[src/rtl/div_iter_unit.sv]
// div_iter_unit: iterative restoring divider, one quotient bit per clock.
//
// Ports
//   clk         rising-edge clock
//   rst         synchronous, active-high reset
//   start_i     request a new divide (accepted in IDLE or DONE only)
//   signed_i    1 = signed divide, 0 = unsigned; sampled with start_i
//   annul_i     abort the in-flight divide; also drops a same-cycle start
//   dividend_i  dividend, sampled only on the accept edge
//   divisor_i   divisor, sampled only on the accept edge
//   busy_o      divide in progress (registered)
//   ready_o     one-cycle pulse, result_o valid (registered)
//   result_o    {remainder, quotient}, held until the next completion
//   dbg_state   current FSM state (IDLE=0, BUSY=1, DONE=2) for checkers
//
// Handshake: a request is taken on a rising edge where start_i=1, annul_i=0
// and the unit is in IDLE or DONE. Completion is signalled by exactly one
// cycle of ready_o; busy_o and ready_o are never high together. A DONE
// cycle may accept a new start (back-to-back operation).
module div_iter_unit #(
  parameter int WIDTH = 32
) (
  input  logic               clk,
  input  logic               rst,
  input  logic               start_i,
  input  logic               signed_i,
  input  logic               annul_i,
  input  logic [WIDTH-1:0]   dividend_i,
  input  logic [WIDTH-1:0]   divisor_i,
  output logic               busy_o,
  output logic               ready_o,
  output logic [2*WIDTH-1:0] result_o,
  output logic [1:0]         dbg_state
);

  typedef enum logic [1:0] {
    IDLE = 2'd0,
    BUSY = 2'd1,
    DONE = 2'd2
  } state_t;

  state_t           state;
  logic [5:0]       cnt;
  logic [WIDTH-1:0] rem_q;   // partial remainder
  logic [WIDTH-1:0] quo_q;   // dividend bits shift out the top, quotient bits in the bottom
  logic [WIDTH-1:0] dvs_q;   // magnitude of the divisor
  logic             q_neg;
  logic             r_neg;

  // Operand magnitudes for the accept edge.
  logic             dvd_neg;
  logic             dvs_neg;
  logic [WIDTH-1:0] dvd_abs;
  logic [WIDTH-1:0] dvs_abs;

  // One restoring step.
  logic [WIDTH:0]   partial;
  logic [WIDTH:0]   diff;
  logic             ge;
  logic [WIDTH-1:0] rem_nxt;
  logic [WIDTH-1:0] quo_nxt;
  logic [WIDTH-1:0] q_fix;
  logic [WIDTH-1:0] r_fix;
  logic             last;

  always_comb begin
    dvd_neg = signed_i & dividend_i[WIDTH-1];
    dvs_neg = signed_i & divisor_i[WIDTH-1];
    dvd_abs = dvd_neg ? -dividend_i : dividend_i;
    dvs_abs = dvs_neg ? -divisor_i  : divisor_i;

    partial = {rem_q, quo_q[WIDTH-1]};
    diff    = partial - {1'b0, dvs_q};
    ge      = (partial >= {1'b0, dvs_q});
    rem_nxt = ge ? diff[WIDTH-1:0] : partial[WIDTH-1:0];
    quo_nxt = {quo_q[WIDTH-2:0], ge};

    // Most-negative / -1 needs no special case: the magnitude quotient is
    // 2^(WIDTH-1) with a positive sign, which reads back as most-negative.
    q_fix   = q_neg ? -quo_nxt : quo_nxt;
    r_fix   = r_neg ? -rem_nxt : rem_nxt;
    last    = (cnt == 6'(WIDTH-1));
  end

  always_ff @(posedge clk) begin
    if (rst) begin
      state    <= IDLE;
      cnt      <= '0;
      rem_q    <= '0;
      quo_q    <= '0;
      dvs_q    <= '0;
      q_neg    <= 1'b0;
      r_neg    <= 1'b0;
      busy_o   <= 1'b0;
      ready_o  <= 1'b0;
      result_o <= '0;
    end else begin
      case (state)
        BUSY: begin
          if (annul_i) begin
            state  <= IDLE;
            busy_o <= 1'b0;
          end else begin
            rem_q <= rem_nxt;
            quo_q <= quo_nxt;
            cnt   <= cnt + 6'd1;
            if (last) begin
              result_o <= {r_fix, q_fix};
              state    <= DONE;
              busy_o   <= 1'b0;
              ready_o  <= 1'b1;
            end
          end
        end
        default: begin  // IDLE and DONE behave alike apart from ready_o's pulse
          state   <= IDLE;
          busy_o  <= 1'b0;
          ready_o <= 1'b0;
          if (start_i && !annul_i) begin
            if (divisor_i == '0) begin
              // Divide by zero bypasses the iterations entirely.
              result_o <= {dividend_i, {WIDTH{1'b1}}};
              state    <= DONE;
              ready_o  <= 1'b1;
            end else begin
              rem_q  <= '0;
              quo_q  <= dvd_abs;
              dvs_q  <= dvs_abs;
              q_neg  <= dvd_neg ^ dvs_neg;
              r_neg  <= dvd_neg;
              cnt    <= '0;
              state  <= BUSY;
              busy_o <= 1'b1;
            end
          end
        end
      endcase
    end
  end

  assign dbg_state = state;

endmodule

[config.mk]
export PLATFORM = sky130hd
export DESIGN_NAME = div_iter_unit
export DESIGN_NICKNAME = d
export VERILOG_FILES = /design/src/rtl/div_iter_unit.sv
export SDC_FILE = /design/constraint.sdc
export NUM_CORES = 1
export LEC_CHECK = 0
export BUFFER_PORTS_ARGS = -buffer_cell sky130_fd_sc_hd__buf_2
export CAP_MARGIN = 20
export CORE_ASPECT_RATIO = 1.75
export CORE_MARGIN = 2
export CORE_UTILIZATION = 50
export CTS_BUF_LIST = sky130_fd_sc_hd__clkbuf_4
export CTS_CLUSTER_DIAMETER = 150
export DETAILED_ROUTE_END_ITERATION = 8
export PLACE_DENSITY = 0.8
export SYNTH_ARGS = -nofsm -noshare
export SYNTH_HDL_FRONTEND = slang
export SYNTH_SLANG_ARGS = --single-unit
[constraint.sdc]
create_clock -name clk -period 6 [get_ports clk]
set_input_delay 1.2 -clock clk [delete_from_list [all_inputs] [get_ports clk]]
set_output_delay 1.2 -clock clk [all_outputs]
set_load 0.005 [all_outputs]
=== Word level (Yosys, flattened, before mapping) ===
Cells that the tools add are included.

* Word-level logic and storage cells: 74
* Output and inout bits: 68
* Flip-flop bits (word level): 172

* Eq/ne operators: 6
* Reduce and logical (&&, ||, !) cells: 9
* $add $sub $neg: 6
* Multiplexer cells: 37
* Order comparisons: 1
* Bitwise logic cells: 5

{| class="wikitable"
|+ Operators with widths
! operator !! count
|-
| $mux 32 || 13
|-
| $mux 64 || 5
|-
| $neg 32->32 || 4
|-
| $ge 33x32->1 || 1
|-
| $logic_not 32->1 || 1
|-
| $sub 32x32->32 || 1
|-
| $mux 6 || 4
|-
| $mux 1 || 10
|-
| $mux 2 || 5
|-
| $add 6x1->6 const B || 1
|-
| $eq 6x5->1 const B || 1
|-
| $reduce_and 3->1 || 2
|-
| $ne 2x2->1 const B || 2
|-
| $reduce_and 4->1 || 1
|-
| $reduce_bool 2->1 || 2
|-
| $ne 3x3->1 const B || 1
|-
| $and 1x1->1 || 2
|-
| $eq 2x1->1 const B || 1
|-
| $ne 2x1->1 const B || 1
|-
| $not 1->1 || 2
|-
| $reduce_and 2->1 || 1
|-
| $logic_and 1x1->1 || 1
|-
| $logic_not 1->1 || 1
|-
| $xor 1x1->1 || 1
|}

=== Logic depth before layout (Yosys ltp) ===
* Depth in word-level cells: 7
* Depth in mapped cells: 22
* Depth with buffers taken out: 18

=== Worst setup path after synthesis ===
No wires, ideal clock.

* Path type: register -> register
* Start point: register dvs_q[20]
* End point: register result_o[58]
* Setup slack: 583 ps
* Setup time: 115 ps
* Path buffers: 4
* Arrival time: 5,301 ps
* Stages on the path, launching flop included: 23
* Clock period less this slack: 5,417 ps
* Cells stage by stage: dfxtp_1 -> inv_1 -> ha_1 -> buf_2 -> nand2_1 -> o21ai_1 -> a211oi_1 -> o31a_1 -> nand2_1 -> buf_2 -> buf_1 -> clkbuf_1 -> nand2_1 -> o21ai_0 -> ha_1 -> inv_1 -> or4_1 -> or4_1 -> o41ai_4 -> o211ai_1 -> or2_1 -> or4_1 -> and3_1

* Longest elaborated chain between the ends: 7

{| class="wikitable"
|+ Ends and longest elaborated chain
! element !! RTL line !! RTL
|-
| start: declaration || 46 || <nowiki>logic [WIDTH-1:0] dvs_q;</nowiki>
|-
| start signal: assignment || 128 || <nowiki>dvs_q <= dvs_abs;</nowiki>
|-
| $sub 32x32->32 / $ge 33x32->1 (equally long branches) || 73, 74 ||
|-
| $mux 32 * || 75 || <nowiki>rem_nxt = ge ? diff[WIDTH-1:0] : partial[WIDTH-1:0];</nowiki>
|-
| $neg 32->32 || 81 || <nowiki>r_fix = r_neg ? -rem_nxt : rem_nxt;</nowiki>
|-
| $mux 32 * || 81 ||
|-
| $mux 64 * || 107 || <nowiki>if (last) begin</nowiki>
|-
| $mux 64 * || 100 || <nowiki>if (annul_i) begin</nowiki>
|-
| $mux 64 * || 98 || <nowiki>case (state)</nowiki>
|-
| end signal: assignment || 108 || <nowiki>result_o <= {r_fix, q_fix};</nowiki>
|-
| end signal: assignment || 122 || <nowiki>result_o <= {dividend_i, {WIDTH{1'b1}}};</nowiki>
|-
| end: declaration || 32 || <nowiki>output logic [2*WIDTH-1:0] result_o,</nowiki>
|}

Mark *: on every way between the ends. The rest lies on a longest branch, timed or not. The select of a mux whose other input is x is not followed.
A chain may end at the register's enable or synchronous reset.

=== Worst setup path in the final report ===
* Start point: register rem_q[2]
* End point: register result_o[58]

* Longest elaborated chain between the ends: 7

{| class="wikitable"
|+ Ends and longest elaborated chain
! element !! RTL line !! RTL
|-
| start: declaration || 44 || <nowiki>logic [WIDTH-1:0] rem_q;</nowiki>
|-
| start signal: assignment || 104 || <nowiki>rem_q <= rem_nxt;</nowiki>
|-
| $sub 32x32->32 / $ge 33x32->1 (equally long branches) || 73, 74 ||
|-
| $mux 32 * || 75 ||
|-
| $neg 32->32 || 81 ||
|-
| $mux 32 * || 81 ||
|-
| $mux 64 * || 107 ||
|-
| $mux 64 * || 100 ||
|-
| $mux 64 * || 98 ||
|}

Marked as above.

==> flow_summary.ini <==
[cts]
post_cts_buffers = 0
cts.sinks = 171
insertion_delay_ps = 660
cts_hold_buf = 0
cts_tree = yes
htree_num_levels = 4
cts_root_buf = clkbuf_4
clkSlewWorstSetupHoldPaths_ps = 160
numCtsBuffers = 17
clockBufferDepth = 2
post_cts_resized = 0

[global_route]
antenna_found_initial = 2
grt_pass1_vias = 12500
grt_pass1_wl_um = 63300
grt_use_total = 0.308
grt_max_degree = 85
grt_overflow = 0

[min_path]
hold_path_end = dvs_q[25]
worstHoldPathCells = 2
hp-start = dvs_q[25]
hold_path_class = flip-flop to flip-flop

[worst_setup_path]
max_stage_delay_ps = 550
r2r_end = result_o[58]
path_delay_family = simple AND/OR/NAND/NOR gates
path_common_cell = or4_1
reg2reg_setup_slack_ps = 530
rr_worst_depth = 16
critical-path-slowest-cell = dfxtp_1
path_max_fanout = 10
crit_type = flip-flop to flip-flop
cp-end-kind = flip-flop
worstReg2RegStart = rem_q[2]
start_kind = flip-flop
path_cells = ha_1 > nand3_1 > o21ba_2 > o211a_1 > o31ai_4 > nand2_1 > o21ai_0 > ha_1 > inv_1 > or4_1 > or4_1 > o41ai_4 > o211ai_1 > or2_1 > or4_1 > and3_1
cp.arrival_ps = 6040
cp.required_ps = 6570
worst-path-buf-inv = 1

[placement]
port_buffers = 136
dp.final_hpwl_um = 31000
place.gp.congestion = 1.04
place_area_sq_um = 13300

[power_and_ir_drop]
ir_drop_v = 0.000125
power_mw = 2.69
leakage_nw = 5.55
powerDensity_nw_per_um2 = 197

[floorplan]
die-area_sq_um = 26200
initial_core_util = 0.506
rows = 76
ios = 137
die_h_um = 213
core_area_sq_um = 24500
die_w_um = 123

[synth]
yosys_register_bits = 171
syn_avg_cell_area_sq_um = 7.41
synth_flop_cell = dfxtp_1
synthAdderAreaFrac = 0.0389
ys_async_sr_fraction = 0
synth_compound_area_frac = 0.298
ys_warn_count = 0
synth_fp_nets = 1784
synth_top_family_by_area = compound AO/OA/AOI/OAI gates
synthesis.area_sq_um = 12400
synth_simple_gate_area_share = 0.233
synth_xor_area_frac = 0.0832
synth-seq-area-share = 0.276
synthMuxAreaShare = 0.0156
synth_edf_count = 0
netlist_instances = 1677
synth_cell_types = 86

[cells_and_area]
final_util = 0.557
final_nets = 1857
nFillCells = 2356
layout_commonest_cell = nor2_1
final_layout_size_suffix_gt1_frac = 0.134
layout_common_cells = nor2_1, dfxtp_1, nand2_1
syn_to_final_growth_pct = 9.92
finish.instance_area_sq_um = 13700

[sta]
worst_slew_margin_rel = 0.265
tightest_slew_ps = 1100
rsz0062_at_grt = false
setup_violations = 0
fin_crit_sh = 0.912
slew_violations = 0
layout_min_cycle_time_ps = 5470
timing.fmax_mhz = 183
final_hold_viol_count = 0
fin_worst_skew_ps = 25.1
setup_tns_ps = 0

[drt]
dr_total_vias = 13200
ant_nets = 0
wirelength_um = 40200
drtIter0Drc = 1235
post_drt_wl_per_cell_um = 19.4
drt-vias-per-instance = 6.34
firstDrtPassIters = 9
drc_errors = 0

[status]
status = complete, no violations

[run]
drv_cap = 0
## sequential cells by signal, indices dropped and copies added, names as in the netlist
register	count
q_neg	1
r_neg	1
ready_o	1
rem_q	32
dvs_q	32
quo_q	32
cnt	6
dbg_state	2
result_o	64
## area by class of cell
| type | instances | area (sq um) | share of cell area |
|---|---|---|---|
| Antenna cell | 2 | 5.00 | 0.000366 |
| Clock buffer | 17 | 128 | 0.00934 |
| Clock inverter | 15 | 198 | 0.0145 |
| Inverter | 56 | 210 | 0.0154 |
| Multi-Input combinational cell | 1334 | 8350 | 0.612 |
| Sequential cell | 171 | 3420 | 0.251 |
| Tap cell | 312 | 390 | 0.0286 |
| Timing Repair Buffer | 170 | 951 | 0.0696 |
## through the flow
step / std cells / worst slack [ps] / hold WS [ps]
6_report: 2077 / 528 / 462
3_3_place_gp: 2043 / 837 / 441
3_5_place_dp: 2043 / 657 / 448
2_1_floorplan: 1677 / 583 / 432
4_1_cts: 2075 / 621 / 465
5_1_grt: 2077 / 285 / 485
## synth_stat cells, drive strengths merged (17+ instances only)
| cell type | n | area [sq um] |
|---|---|---|
| or4 | 19 | 143 |
| a21o | 21 | 165 |
| nor3 | 41 | 205 |
| a21oi | 142 | 711 |
| a22oi | 22 | 165 |
| xor2 | 69 | 604 |
| nand3 | 36 | 180 |
| nand2 | 157 | 589 |
| inv | 56 | 210 |
| a211oi | 53 | 398 |
| and2 | 17 | 106 |
| or3 | 28 | 175 |
| ha | 37 | 463 |
| buf | 26 | 131 |
| xnor2 | 49 | 429 |
| nor2 | 208 | 781 |
| o31ai | 25 | 201 |
| o21ai | 103 | 516 |
| nand4 | 21 | 131 |
| a311oi | 24 | 210 |
| clkbuf | 90 | 342 |
| dfxtp | 171 | 3420 |
| nor4 | 17 | 106 |
| a31oi | 22 | 150 |
| o211ai | 30 | 225 |
## kinds of logic (layout without fill, tap and decap cells)
group	after synthesis	in the layout
fa+ha+maj	38	38
simple gates	612	612
other cells	0	2
xor+xnor	118	118
mux	19	19
compound gates	547	547
flops	171	171
buf+inv	172	258
## where the power goes
part	total, mW	internal [mW]	switching (mW)
registers	1.19	1.17	0.0274
logic	0.726	0.252	0.473
clock network	0.771	0.330	0.441
total	2.69	1.75	0.942
## worst max path at each step
stage                          from      endpoint  slack, ps  cells after the start
after detailed placement   rem_q[3]  result_o[58]        660                     16
after floorplan           dvs_q[20]  result_o[58]        580                     22
after global placement     rem_q[2]  result_o[58]        840                     16
after CTS                  rem_q[3]  result_o[58]        620                     16
final                      rem_q[2]  result_o[58]        530                     16
after global routing       rem_q[3]  result_o[52]        290                     16
## worst register-to-register path: stages, from the launching register on
cell,delay (ps)
dfxtp_1,550
ha_1,400
nand3_1,260
o21ba_2,230
o211a_1,300
o31ai_4,360
nand2_1,260
o21ai_0,320
ha_1,230
inv_1,60
or4_1,510
or4_1,480
o41ai_4,100
o211ai_1,280
or2_1,320
or4_1,520
and3_1,190
## layer usage
layer / wire (um) / global-route usage / vias up
met5: 0 / 0 / -
met1: 14600 / 0.312 / 6137
met4: 3040 / 0.230 / 0
met3: 2030 / 0.0472 / 182
met2: 20600 / 0.554 / 531
li1: - / - / 6318
Note: power is estimated with default switching activity, not from simulation.
